## config.mk

```make
export PLATFORM = sky130hd
export DESIGN_NAME = sha1_pad_ctrl
export DESIGN_NICKNAME = d
export VERILOG_FILES = /design/src/rtl/sha1_pad_ctrl.sv
export SDC_FILE = /design/constraint.sdc
export NUM_CORES = 1
export LEC_CHECK = 0
export ABC_AREA = 1
export CORE_MARGIN = 2
export CORE_UTILIZATION = 65
export DETAILED_ROUTE_END_ITERATION = 8
export PLACE_DENSITY_LB_ADDON = 0.05
export SKIP_LAST_GASP = 1
export SLEW_MARGIN = 20
export SYNTH_ARGS = -nofsm -noshare
export SYNTH_HDL_FRONTEND = slang
export SYNTH_SLANG_ARGS = --single-unit
```

## constraint.sdc

```tcl
create_clock -name clk -period 7.9 [get_ports clk]
set_clock_uncertainty 0.2 [all_clocks]
set_input_delay 1.975 -clock clk [delete_from_list [all_inputs] [get_ports clk]]
set_output_delay 1.975 -clock clk [all_outputs]
set_load 0.01 [all_outputs]
```

## src/rtl/sha1_pad_ctrl.sv

```systemverilog
// SHA-1 front end: pads a byte stream (0x80, zeros, 64-bit length) and feeds 512-bit
// blocks to the core as 16 words. Define SHA1_PAD_LEN_CHK_EN for length saturation.
module sha1_pad_ctrl #(
  parameter int LENW = 64
) (
  input  logic        clk,
  input  logic        rst,
  input  logic        str_in,
  input  logic        lst_din,
  input  logic [7:0]  din,
  output logic        bsy,
  output logic        blk_vld,
  input  logic        blk_rdy,
  output logic [31:0] blk_word,
  output logic [3:0]  blk_idx,
  output logic        blk_last,
  input  logic        blk_done,
  output logic        msg_done,
  output logic        len_ovf
);
  typedef enum logic [2:0] {ACCEPT, PAD80, PADZ, PADLEN, FEED, WAIT} state_t;

  state_t            state_q, state_d;
  logic [15:0][31:0] blk_buf;
  logic [5:0]        ptr_q;
  logic [LENW-1:0]   bitlen_q;
  logic [3:0]        idx_q;
  logic              final_q, pend_pad_q, pad_phase_q, msg_done_q;
  logic              wr_en, drop;
  logic [7:0]        wr_byte;
  logic [63:0]       len64;

  assign len64 = 64'(bitlen_q);

`ifdef SHA1_PAD_LEN_CHK_EN
  localparam logic [LENW-1:0] LEN_MAX = {{(LENW-3){1'b1}}, 3'b000};
  logic ovf_q;
  // A byte that would push the count past its maximum is discarded.
  assign drop = (state_q == ACCEPT) && str_in && (bitlen_q == LEN_MAX);
  always_ff @(posedge clk) begin
    if (rst)       ovf_q <= 1'b0;
    else if (drop) ovf_q <= 1'b1;
  end
  assign len_ovf = ovf_q;
`else
  assign drop    = 1'b0;
  assign len_ovf = 1'b0;
`endif

  always_comb begin
    state_d = state_q;
    wr_en   = 1'b0;
    wr_byte = 8'h00;
    case (state_q)
      ACCEPT: begin
        wr_en   = str_in && !drop;
        wr_byte = din;
        if (wr_en && ptr_q == 6'd63) state_d = FEED;
        else if (lst_din)            state_d = PAD80;
      end
      PAD80: begin
        wr_en   = 1'b1;
        wr_byte = 8'h80;
        if (ptr_q == 6'd63)      state_d = FEED;
        else if (ptr_q == 6'd55) state_d = PADLEN;
        else                     state_d = PADZ;
      end
      PADZ: begin
        wr_en = 1'b1;
        if (ptr_q == 6'd63)      state_d = FEED;
        else if (ptr_q == 6'd55) state_d = PADLEN;
      end
      PADLEN: begin
        wr_en   = 1'b1;
        wr_byte = len64[{~ptr_q[2:0], 3'b000} +: 8];
        if (ptr_q == 6'd63) state_d = FEED;
      end
      FEED: if (blk_rdy && idx_q == 4'd15) state_d = WAIT;
      WAIT: begin
        if (blk_done) begin
          if (final_q)          state_d = ACCEPT;
          else if (pend_pad_q)  state_d = PAD80;
          else if (pad_phase_q) state_d = PADZ;
          else                  state_d = ACCEPT;
        end
      end
      default: state_d = ACCEPT;
    endcase
  end

  always_ff @(posedge clk) begin
    if (rst) begin
      state_q     <= ACCEPT;
      ptr_q       <= 6'd0;
      bitlen_q    <= '0;
      idx_q       <= 4'd0;
      final_q     <= 1'b0;
      pend_pad_q  <= 1'b0;
      pad_phase_q <= 1'b0;
      msg_done_q  <= 1'b0;
    end else begin
      state_q    <= state_d;
      msg_done_q <= 1'b0;
      if (wr_en) ptr_q <= ptr_q + 6'd1;
      case (state_q)
        ACCEPT: begin
          if (wr_en) bitlen_q <= bitlen_q + LENW'(8);
          if (wr_en && ptr_q == 6'd63) begin
            pend_pad_q  <= lst_din;
            pad_phase_q <= 1'b0;
          end
        end
        // A block filled during padding resumes zero-fill after the core is done.
        PAD80, PADZ: if (ptr_q == 6'd63) pad_phase_q <= 1'b1;
        PADLEN:      if (ptr_q == 6'd63) final_q <= 1'b1;
        FEED:        if (blk_rdy) idx_q <= idx_q + 4'd1;
        WAIT: begin
          if (blk_done) begin
            pend_pad_q <= 1'b0;
            if (final_q) begin
              msg_done_q <= 1'b1;
              final_q    <= 1'b0;
              bitlen_q   <= '0;
            end
          end
        end
        default: ;
      endcase
    end
  end

  always_ff @(posedge clk) begin
    if (wr_en) blk_buf[ptr_q[5:2]][{~ptr_q[1:0], 3'b000} +: 8] <= wr_byte;
  end

  assign bsy      = (state_q != ACCEPT);
  assign blk_vld  = (state_q == FEED);
  assign blk_word = blk_buf[idx_q];
  assign blk_idx  = idx_q;
  assign blk_last = final_q;
  assign msg_done = msg_done_q;
endmodule

```

==> results of run 1 <==
## layout make-up
| type | instances | area, sq um |
|---|---|---|
| flip-flops and latches | 590 | 16900 |
| fillers | 2744 | 10400 |
| multi-input cells | 1564 | 7490 |
| clock buffers | 68 | 1550 |
| repair buffers | 82 | 764 |
| well taps | 518 | 648 |
| inverters | 115 | 438 |
| clock inverters | 39 | 323 |
## metal layers
metal	GRT usage	vias to the layer above	wire, um
met5	0	-	0
met4	0.132	0	2640
met3	0.0554	163	6440
met2	0.513	977	30600
met1	0.462	8878	26000
li1	-	8557	-
## final timing paths
kind	start	depth (start not counted)	slack, ps	end
setup reg to reg	ptr_q[1]	6	4300	blk_buf[391]
hold reg to reg	pad_phase_q	2	270	pad_phase_q
hold / removal	pad_phase_q	2	270	pad_phase_q
setup / recovery	blk_idx[1]	7	1720	blk_word[19]
## power breakdown
group	leakage [nW]	internal, W	total [W]	switching (W)
Sequential	5.37	0.00362	0.00368	0.0000639
Clock	0.913	0.00153	0.00271	0.00118
Combinational	3.09	0.000460	0.00153	0.00107
## stage by stage
step / area (sq um) / setup WS (ps) / power [W] / instances / hold slack [ps]
floorplan: 25300 / 4230 / 0.00467 / 2397 / 233
global placement: 26300 / 2420 / 0.00519 / 2869 / 256
detailed placement: 26300 / 2410 / 0.00524 / 2869 / 256
CTS: 28100 / 1740 / 0.00790 / 2976 / 266
global route: 28200 / 1520 / 0.00820 / 2976 / 302
finish: 28200 / 1720 / 0.00792 / 2976 / 267
## cells in the final DEF (no fill, tap or decap), types with 5 or more instances in the layout
master	synthesis	routed
nor2_1	512	505
o221ai_1	52	52
nand4_1	21	21
nand2_1	303	303
buf_4	2	27
o211ai_1	33	33
a21oi_1	53	50
nand3_1	121	121
clkinvlp_4	0	5
inv_2	5	5
o21ai_0	296	296
nor2_2	11	17
clkbuf_8	0	6
clkdlybuf4s50_1	0	53
edfxtp_1	512	512
nor2_4	8	9
clkinv_2	0	13
o22ai_1	76	76
clkinv_1	3	15
ha_1	6	6
nor3_1	35	32
inv_1	107	105
clkbuf_16	0	58
dfxtp_1	78	74
## state kept, by name (all words and copies together), names as in the netlist
name	count
blk_buf	512
bitlen_q	61
ptr_q	6
blk_idx	4
state_q	3
blk_last	1
msg_done	1
pad_phase_q	1
pend_pad_q	1
## logic make-up after synthesis
group	after synthesis
AND/OR/NAND/NOR	1036
buffers and inverters	243
other	1
flip-flops	590
AO/OA/AOI/OAI	521
adder cells (fa/ha/maj)	6
## critical path, stage by stage, from the launching register on
cell and delay, ps:
dfxtp_4 820, clkinv_2 820, buf_4 580, o21ai_0 160, o221ai_1 160, nand3_1 140, nand3_1 150, clkdlybuf4s50_1 520
==> impl_metrics.py, run 1 <==
metrics = {
    "outcome": {
        "outcome": "complete, no violations",
    },
    "clock_tree": {
        "root_buffer": "clkbuf_16",
        "htree_levels": 2,
        "clk_pin_slew_ps": 60,
        "cts_buffer_depth": 3,
        "cts_setup_buffers": 0,
        "clk_latency_ps": 610,
        "cts_made_buffers": 57,
        "cts_tree": "built",
        "clkSinkCount": 590,
        "cts_resized": 0,
        "hold_buffers": 0,
    },
    "flow_run": {
        "drv_cap": 0,
    },
    "global_route": {
        "grt-ovfl-total": 0,
        "antenna_found_initial": 0,
        "grt_pass1_wl_um": 101000,
        "grt_pass1_vias": 17700,
        "grt_max_degree": 156,
        "grtUsageTotal": 0.327,
    },
    "synth": {
        "yosysSeqAreaShare": 0.668,
        "synth.cell_area_sq_mm": 0.0253,
        "synth_cell_types": 42,
        "yosysTopAreaCell": "edfxtp_1",
        "ys_ff_latch": 590,
        "synth_top_area_frac": 0.607,
        "synth_compound_area_frac": 0.118,
        "synth_xor_area_frac": 0,
        "synth-main-ff-cell": "edfxtp_1",
        "muxShareOfSynthArea": 0,
        "synthArstFlopShare": 0,
        "synthAdderAreaFrac": 0.00296,
        "netlist_instances": 2397,
        "synth_edf_count": 512,
        "yosys-top-cells-count": "edfxtp_1, nor2_1, nand2_1, o21ai_0, nand3_1",
        "synth_top_family_by_area": "simple AND/OR/NAND/NOR gates",
        "synth_area_leaders": "edfxtp_1, nor2_1, dfxtp_1",
        "synth_nets": 2417,
        "synthSimpleGateAreaFrac": 0.172,
        "syn_area_per_cell_sq_um": 10.6,
        "ys_warn_count": 0,
    },
    "drt": {
        "routed_via_density": 6.24,
        "num_vias": 18600,
        "firstDrtPassIters": 6,
        "drt_wl_total_um": 65700,
        "drc": 0,
        "drt_iter0_drc": 2133,
        "ant_nets": 0,
        "wire_per_inst_um": 22.1,
    },
    "critical_path": {
        "worstPathRequired_ps": 5730,
        "cp.arrival_ps": 4000,
        "crit_fanout": 61,
        "critPathKind": "reg2out",
        "critPathLaunchType": "flop",
        "setup.worst_path.end_class": "primary output",
    },
    "sta": {
        "max_slew_margin": 0.203,
        "worst_pin_slew_ps": 1190,
        "rsz0062_at_grt": "no",
        "drv_slew": 0,
        "setup_viol": 0,
        "period_share": 0.782,
        "setup_tns_ps": 0,
        "period_minus_slack_ps": 6180,
        "max_freq_ghz": 0.162,
        "hold_violations": 0,
    },
    "power": {
        "power_density_mw_per_mm2": 281,
        "p_leak_nw": 9.37,
        "peakVddDrop_mv": 0.244,
    },
    "placement": {
        "port_buffers": 53,
        "gp_congestion": 0.950,
        "dp_hpwl_um": 40400,
    },
    "floorplan": {
        "dieArea_sq_mm": 0.0406,
        "dieWidth_um": 201,
        "die_y_um": 201,
        "rows": 72,
        "start_util": 0.657,
        "ios": 55,
        "core-area_sq_mm": 0.0386,
    },
    "finish": {
        "syn_to_final_growth_pct": 11.1,
        "finalNetCount": 2430,
        "fin_util": 0.730,
        "antenna_cells": 0,
        "layout-drive-gt1-share": 0.0732,
    },
    "worst_hold_path": {
        "hp-class": "reg2reg",
    },
}
Power figures use the tool's default switching activity.
==> inputs of run 2 (changes only) <==
CORE_UTILIZATION = 56   (was 65)
clock period = 5.3 ns   (was 7.9 ns; I/O delays follow)
==> run 2 against run 1 <==
Net effect:
- sequential share of layout area is 0.97 points lower
- critical path type unchanged
- hold slack worse by 4.6 ps
- via count is 0.57% lower
- total power is 52% higher
- register-to-register slack worse by 2500 ps
- wire length is 0.40% higher
- global-route usage is 4.4 points lower
- flip-flop and latch count stayed put
- combinational power is 53% higher
- final cell count is 3.7% higher
- critical endpoint is now blk_word[7]
==> impl_metrics.py, run 2 (synthesized netlist as in run 1, its figures left out) <==
metrics = {
    "drt": {
        "wire_per_inst_um": 21.4,
        "routed_via_density": 5.99,
        "drc": 0,
        "drt_wl_total_um": 66000,
        "ant_nets": 0,
        "num_vias": 18500,
        "firstDrtPassIters": 5,
        "drt_iter0_drc": 1866,
    },
    "floorplan": {
        "ios": 55,
        "start_util": 0.571,
        "rows": 77,
        "dieArea_sq_mm": 0.0470,
        "dieWidth_um": 217,
        "core-area_sq_mm": 0.0444,
        "die_y_um": 217,
    },
    "critical_path": {
        "reg2reg_to": "blk_buf[453]",
        "critPathSlowestCell": "buf_12",
        "reg2reg_slack_ps": 1770,
        "setup.worst_path.end_class": "primary output",
        "crit_path_start": "blk_idx[0]",
        "crit_chain": "buf_12, o21ai_0, o221ai_1, o211ai_1, nand3_1, clkdlybuf4s50_1",
        "timing.rr.start": "ptr_q[1]",
        "critPathKind": "reg2out",
        "worstPathRequired_ps": 3770,
        "crit_fanout": 259,
        "cp.arrival_ps": 3360,
        "max_stage_delay_ps": 630,
        "worstRegToRegCells": 5,
        "critPathLaunchType": "flop",
    },
    "global_route": {
        "gr-usage-met1": 0.410,
        "grt_max_degree": 260,
        "grtUsageMet3": 0.0434,
        "grt_pass1_wl_um": 101000,
        "antenna_found_initial": 0,
        "grt_pass1_vias": 17400,
        "grt-ovfl-total": 0,
        "top_usage_layer": "met2",
        "grtUsageTotal": 0.283,
        "grtUsageMet2": 0.446,
    },
    "sta": {
        "period_share": 0.921,
        "setup_viol": 0,
        "rsz0062_at_grt": "no",
        "period_minus_slack_ps": 4880,
        "setup_tns_ps": 0,
        "max_slew_margin": 0.189,
        "drv_slew": 0,
        "worst_pin_slew_ps": 1220,
        "hold_violations": 0,
        "max_freq_ghz": 0.205,
    },
    "clock_tree": {
        "cts_setup_buffers": 0,
        "cts_tree": "built",
        "root_buffer": "clkbuf_16",
        "clk_latency_ps": 630,
        "cts_buffer_depth": 3,
        "clk_pin_slew_ps": 60,
        "htree_levels": 2,
        "clkSinkCount": 590,
        "cts_resized": 0,
        "cts_made_buffers": 60,
        "hold_buffers": 0,
    },
    "finish": {
        "finalNetCount": 2466,
        "antenna_cells": 0,
        "layout_commonest_cell": "edfxtp_1",
        "mostFrequentLayoutCells": "edfxtp_1, nor2_1, nand2_1",
        "syn_to_final_growth_pct": 12.9,
        "design_area_sq_mm": 0.0286,
        "largest_reg_flops": 512,
        "layout-drive-gt1-share": 0.0806,
    },
    "placement": {
        "port_buffers": 53,
        "placed_area_sq_mm": 0.0267,
        "dp_hpwl_um": 40700,
        "gp_congestion": 0.920,
    },
    "worst_hold_path": {
        "hold_depth": 2,
        "min-delay-start": "pad_phase_q",
        "hp-class": "reg2reg",
        "min_to": "pad_phase_q",
    },
    "power": {
        "seq_power_share": 0.455,
        "peakVddDrop_mv": 0.293,
        "p_int_w": 0.00858,
        "p_leak_nw": 9.61,
        "switchingPower_w": 0.00347,
        "power_density_mw_per_mm2": 421,
        "pwr-share-comb": 0.194,
        "p_clk_frac": 0.351,
        "swShare": 0.288,
        "total_power_w": 0.0121,
    },
    "outcome": {
        "outcome": "complete, no violations",
    },
    "flow_run": {
        "drv_cap": 0,
    },
}
run 2: cell count changes in the layout (fill, tap and decap cells not counted), moves of 4 or more:
cell / previous run / this run
clkbuf_16: 58 / 62
buf_12: 1 / 5
clkbuf_1: 4 / 10
buf_4: 27 / 57
nor2_1: 505 / 510
nor2_2: 17 / 12
clkinv_2: 13 / 9
run 2: power by group through the flow:
stage | Sequential [W] | Clock [W] | Combinational (W)
2_1_floorplan | 0.00553 | 0 | 0.00143
3_3_place_gp | 0.00557 | 0 | 0.00229
3_5_place_dp | 0.00558 | 0 | 0.00232
4_1_cts | 0.00548 | 0.00427 | 0.00233
5_1_grt | 0.00549 | 0.00443 | 0.00258
6_report | 0.00548 | 0.00423 | 0.00234
run 2: area by class of cell:
class / instances / area, sq um
inverters: 115 / 438
multi-input cells: 1564 / 7470
flip-flops and latches: 590 / 16900
repair buffers: 115 / 1060
clock inverters: 34 / 330
well taps: 592 / 741
fillers: 3521 / 15800
clock buffers: 75 / 1630
run 2: through the flow:
stage           util  setup slack (ps)  instances  hold slack, ps
6_report       0.644               417       3085             262
3_3_place_gp   0.600              1290       2976             261
3_5_place_dp   0.600              1220       2976             252
5_1_grt        0.644               329       3085             296
4_1_cts        0.644               547       3085             261
2_1_floorplan      -              2280       2397             233
run 2: worst max path at each step:
stage / to / cells past startpoint
after global routing: blk_word[7] / 6
final: blk_word[7] / 6
after floorplan: blk_word[10] / 7
after global placement: blk_buf[449] / 7
after detailed placement: blk_word[2] / 6
after CTS: blk_word[2] / 6
run 2: layer usage:
metal	wire, um	part of all wire
met2	30400	0.46
met1	28700	0.44
met3	4960	0.075
met4	1950	0.030
met5	0	0
run 2: worst max-delay path, delay by kind of cell (launching register included):
family	cells	cell delay, ps
buf+inv	2	1180
flops	1	380
simple gates	1	160
compound gates	3	720
==> inputs of run 3 (changes only) <==
PLACE_DENSITY = 0.74   (was default)
PLACE_DENSITY_LB_ADDON = default   (was 0.05)
==> run 3 against run 2 <==
Net effect:
- global-route usage up 0.21 points
- design area down 0.47%
- critical endpoint is now blk_word[6]
- flip-flop and latch count unchanged
- sequential share of layout area up 0.28 points
- hold slack better by 13 ps
- critical path depth up 1
- highest routed layer unchanged
==> impl_metrics.py, run 3 (synthesized netlist as in run 1, its figures left out) <==
metrics = {
    "drt": {
        "drt_wl_total_um": 66900,
        "routed_via_density": 6.13,
        "wire_per_inst_um": 21.6,
        "drt_iter0_drc": 2516,
        "firstDrtPassIters": 8,
        "num_vias": 18900,
        "drc": 0,
        "ant_nets": 0,
    },
    "finish": {
        "syn_to_final_growth_pct": 12.4,
        "antenna_cells": 0,
        "mostFrequentLayoutCells": "edfxtp_1, nor2_1, nand2_1",
        "layout_commonest_cell": "edfxtp_1",
        "layout-drive-gt1-share": 0.0813,
        "num-fill-cells": 3346,
        "largest_reg_flops": 512,
        "finalNetCount": 2471,
    },
    "global_route": {
        "grt_pass1_wl_um": 103000,
        "grt_max_degree": 144,
        "grtUsageTotal": 0.285,
        "antenna_found_initial": 0,
        "grt-ovfl-total": 0,
        "grt_pass1_vias": 18000,
    },
    "critical_path": {
        "timing.rr.start": "ptr_q[0]",
        "worstPathRequired_ps": 3770,
        "cp.arrival_ps": 3360,
        "critPathKind": "reg2out",
        "reg2reg_slack_ps": 1860,
        "critPathLaunchType": "flop",
        "setup.worst_path.end_class": "primary output",
        "crit_fanout": 108,
        "crit_path_start": "blk_idx[0]",
    },
    "power": {
        "p_leak_nw": 9.56,
        "peakVddDrop_mv": 0.243,
        "total_power_w": 0.0117,
        "power_density_mw_per_mm2": 412,
    },
    "floorplan": {
        "die_y_um": 217,
        "ios": 55,
        "dieWidth_um": 217,
        "rows": 77,
        "start_util": 0.571,
        "dieArea_sq_mm": 0.0470,
        "core-area_sq_mm": 0.0444,
    },
    "clock_tree": {
        "clk_latency_ps": 620,
        "htree_levels": 2,
        "clk_pin_slew_ps": 60,
        "hold_buffers": 0,
        "root_buffer": "clkbuf_16",
        "cts_setup_buffers": 0,
        "cts_resized": 0,
        "clkSinkCount": 590,
        "cts_tree": "built",
        "cts_buffer_depth": 3,
        "cts_made_buffers": 58,
    },
    "worst_hold_path": {
        "min-delay-start": "pad_phase_q",
        "hp-class": "reg2reg",
    },
    "sta": {
        "drv_slew": 0,
        "worst_pin_slew_ps": 1080,
        "max_freq_ghz": 0.205,
        "max_slew_margin": 0.275,
        "period_minus_slack_ps": 4880,
        "setup_tns_ps": 0,
        "rsz0062_at_grt": "no",
        "hold_violations": 0,
        "setup_viol": 0,
        "period_share": 0.922,
    },
    "placement": {
        "port_buffers": 53,
        "dp_hpwl_um": 41500,
        "gp_congestion": 0.933,
    },
    "outcome": {
        "outcome": "complete, no violations",
    },
    "flow_run": {
        "drv_cap": 0,
    },
}
[run 3: worst paths after layout]
kind / depth (start not counted) / endpoint
worst max-delay path: 7 / blk_word[6]
worst min-delay path: 2 / pad_phase_q
worst max register to register: 6 / blk_buf[132]
worst min register to register: 2 / pad_phase_q
[run 3: power by group]
part	leakage [nW]	internal (W)	switching, W
clock network	0.877	0.00220	0.00170
logic	3.31	0.000714	0.00165
registers	5.37	0.00539	0.0000690
total	9.56	0.00830	0.00342
[run 3: critical path, cell delays in order (launching register included)]
cell and delay (ps):
dfxtp_4 490, inv_6 610, buf_4 400, o21ai_0 120
o221ai_1 240, nand3_1 130, nand3_1 120, clkdlybuf4s50_1 540
[run 3: per-layer routing]
| metal | global-route usage | up-vias | part of all wire |
|---|---|---|---|
| li1 | - | 8649 | - |
| met1 | 0.389 | 9075 | 0.40 |
| met2 | 0.470 | 1049 | 0.48 |
| met3 | 0.0382 | 159 | 0.087 |
| met4 | 0.108 | 0 | 0.034 |
| met5 | 0 | - | 0 |
[run 3: area by class of cell]
cell class	count	area, sq um	area share
Inverter	115	438	0.0154
Clock inverter	28	226	0.00795
Clock buffer	79	1560	0.0548
Tap cell	592	741	0.0260
Sequential cell	590	16900	0.595
Multi-Input combinational cell	1564	7460	0.262
Timing Repair Buffer	122	1110	0.0390
[run 3: through the flow]
step | util | setup slack (ps) | hold WS (ps) | cell area [sq um] | instances
finish | 0.641 | 415 | 276 | 28500 | 3090
global route | 0.641 | 178 | 305 | 28500 | 3090
CTS | 0.641 | 416 | 283 | 28500 | 3090
detailed placement | 0.601 | 1060 | 273 | 26700 | 2983
global placement | 0.601 | 1130 | 251 | 26700 | 2983
floorplan | - | 2280 | 233 | 25300 | 2397
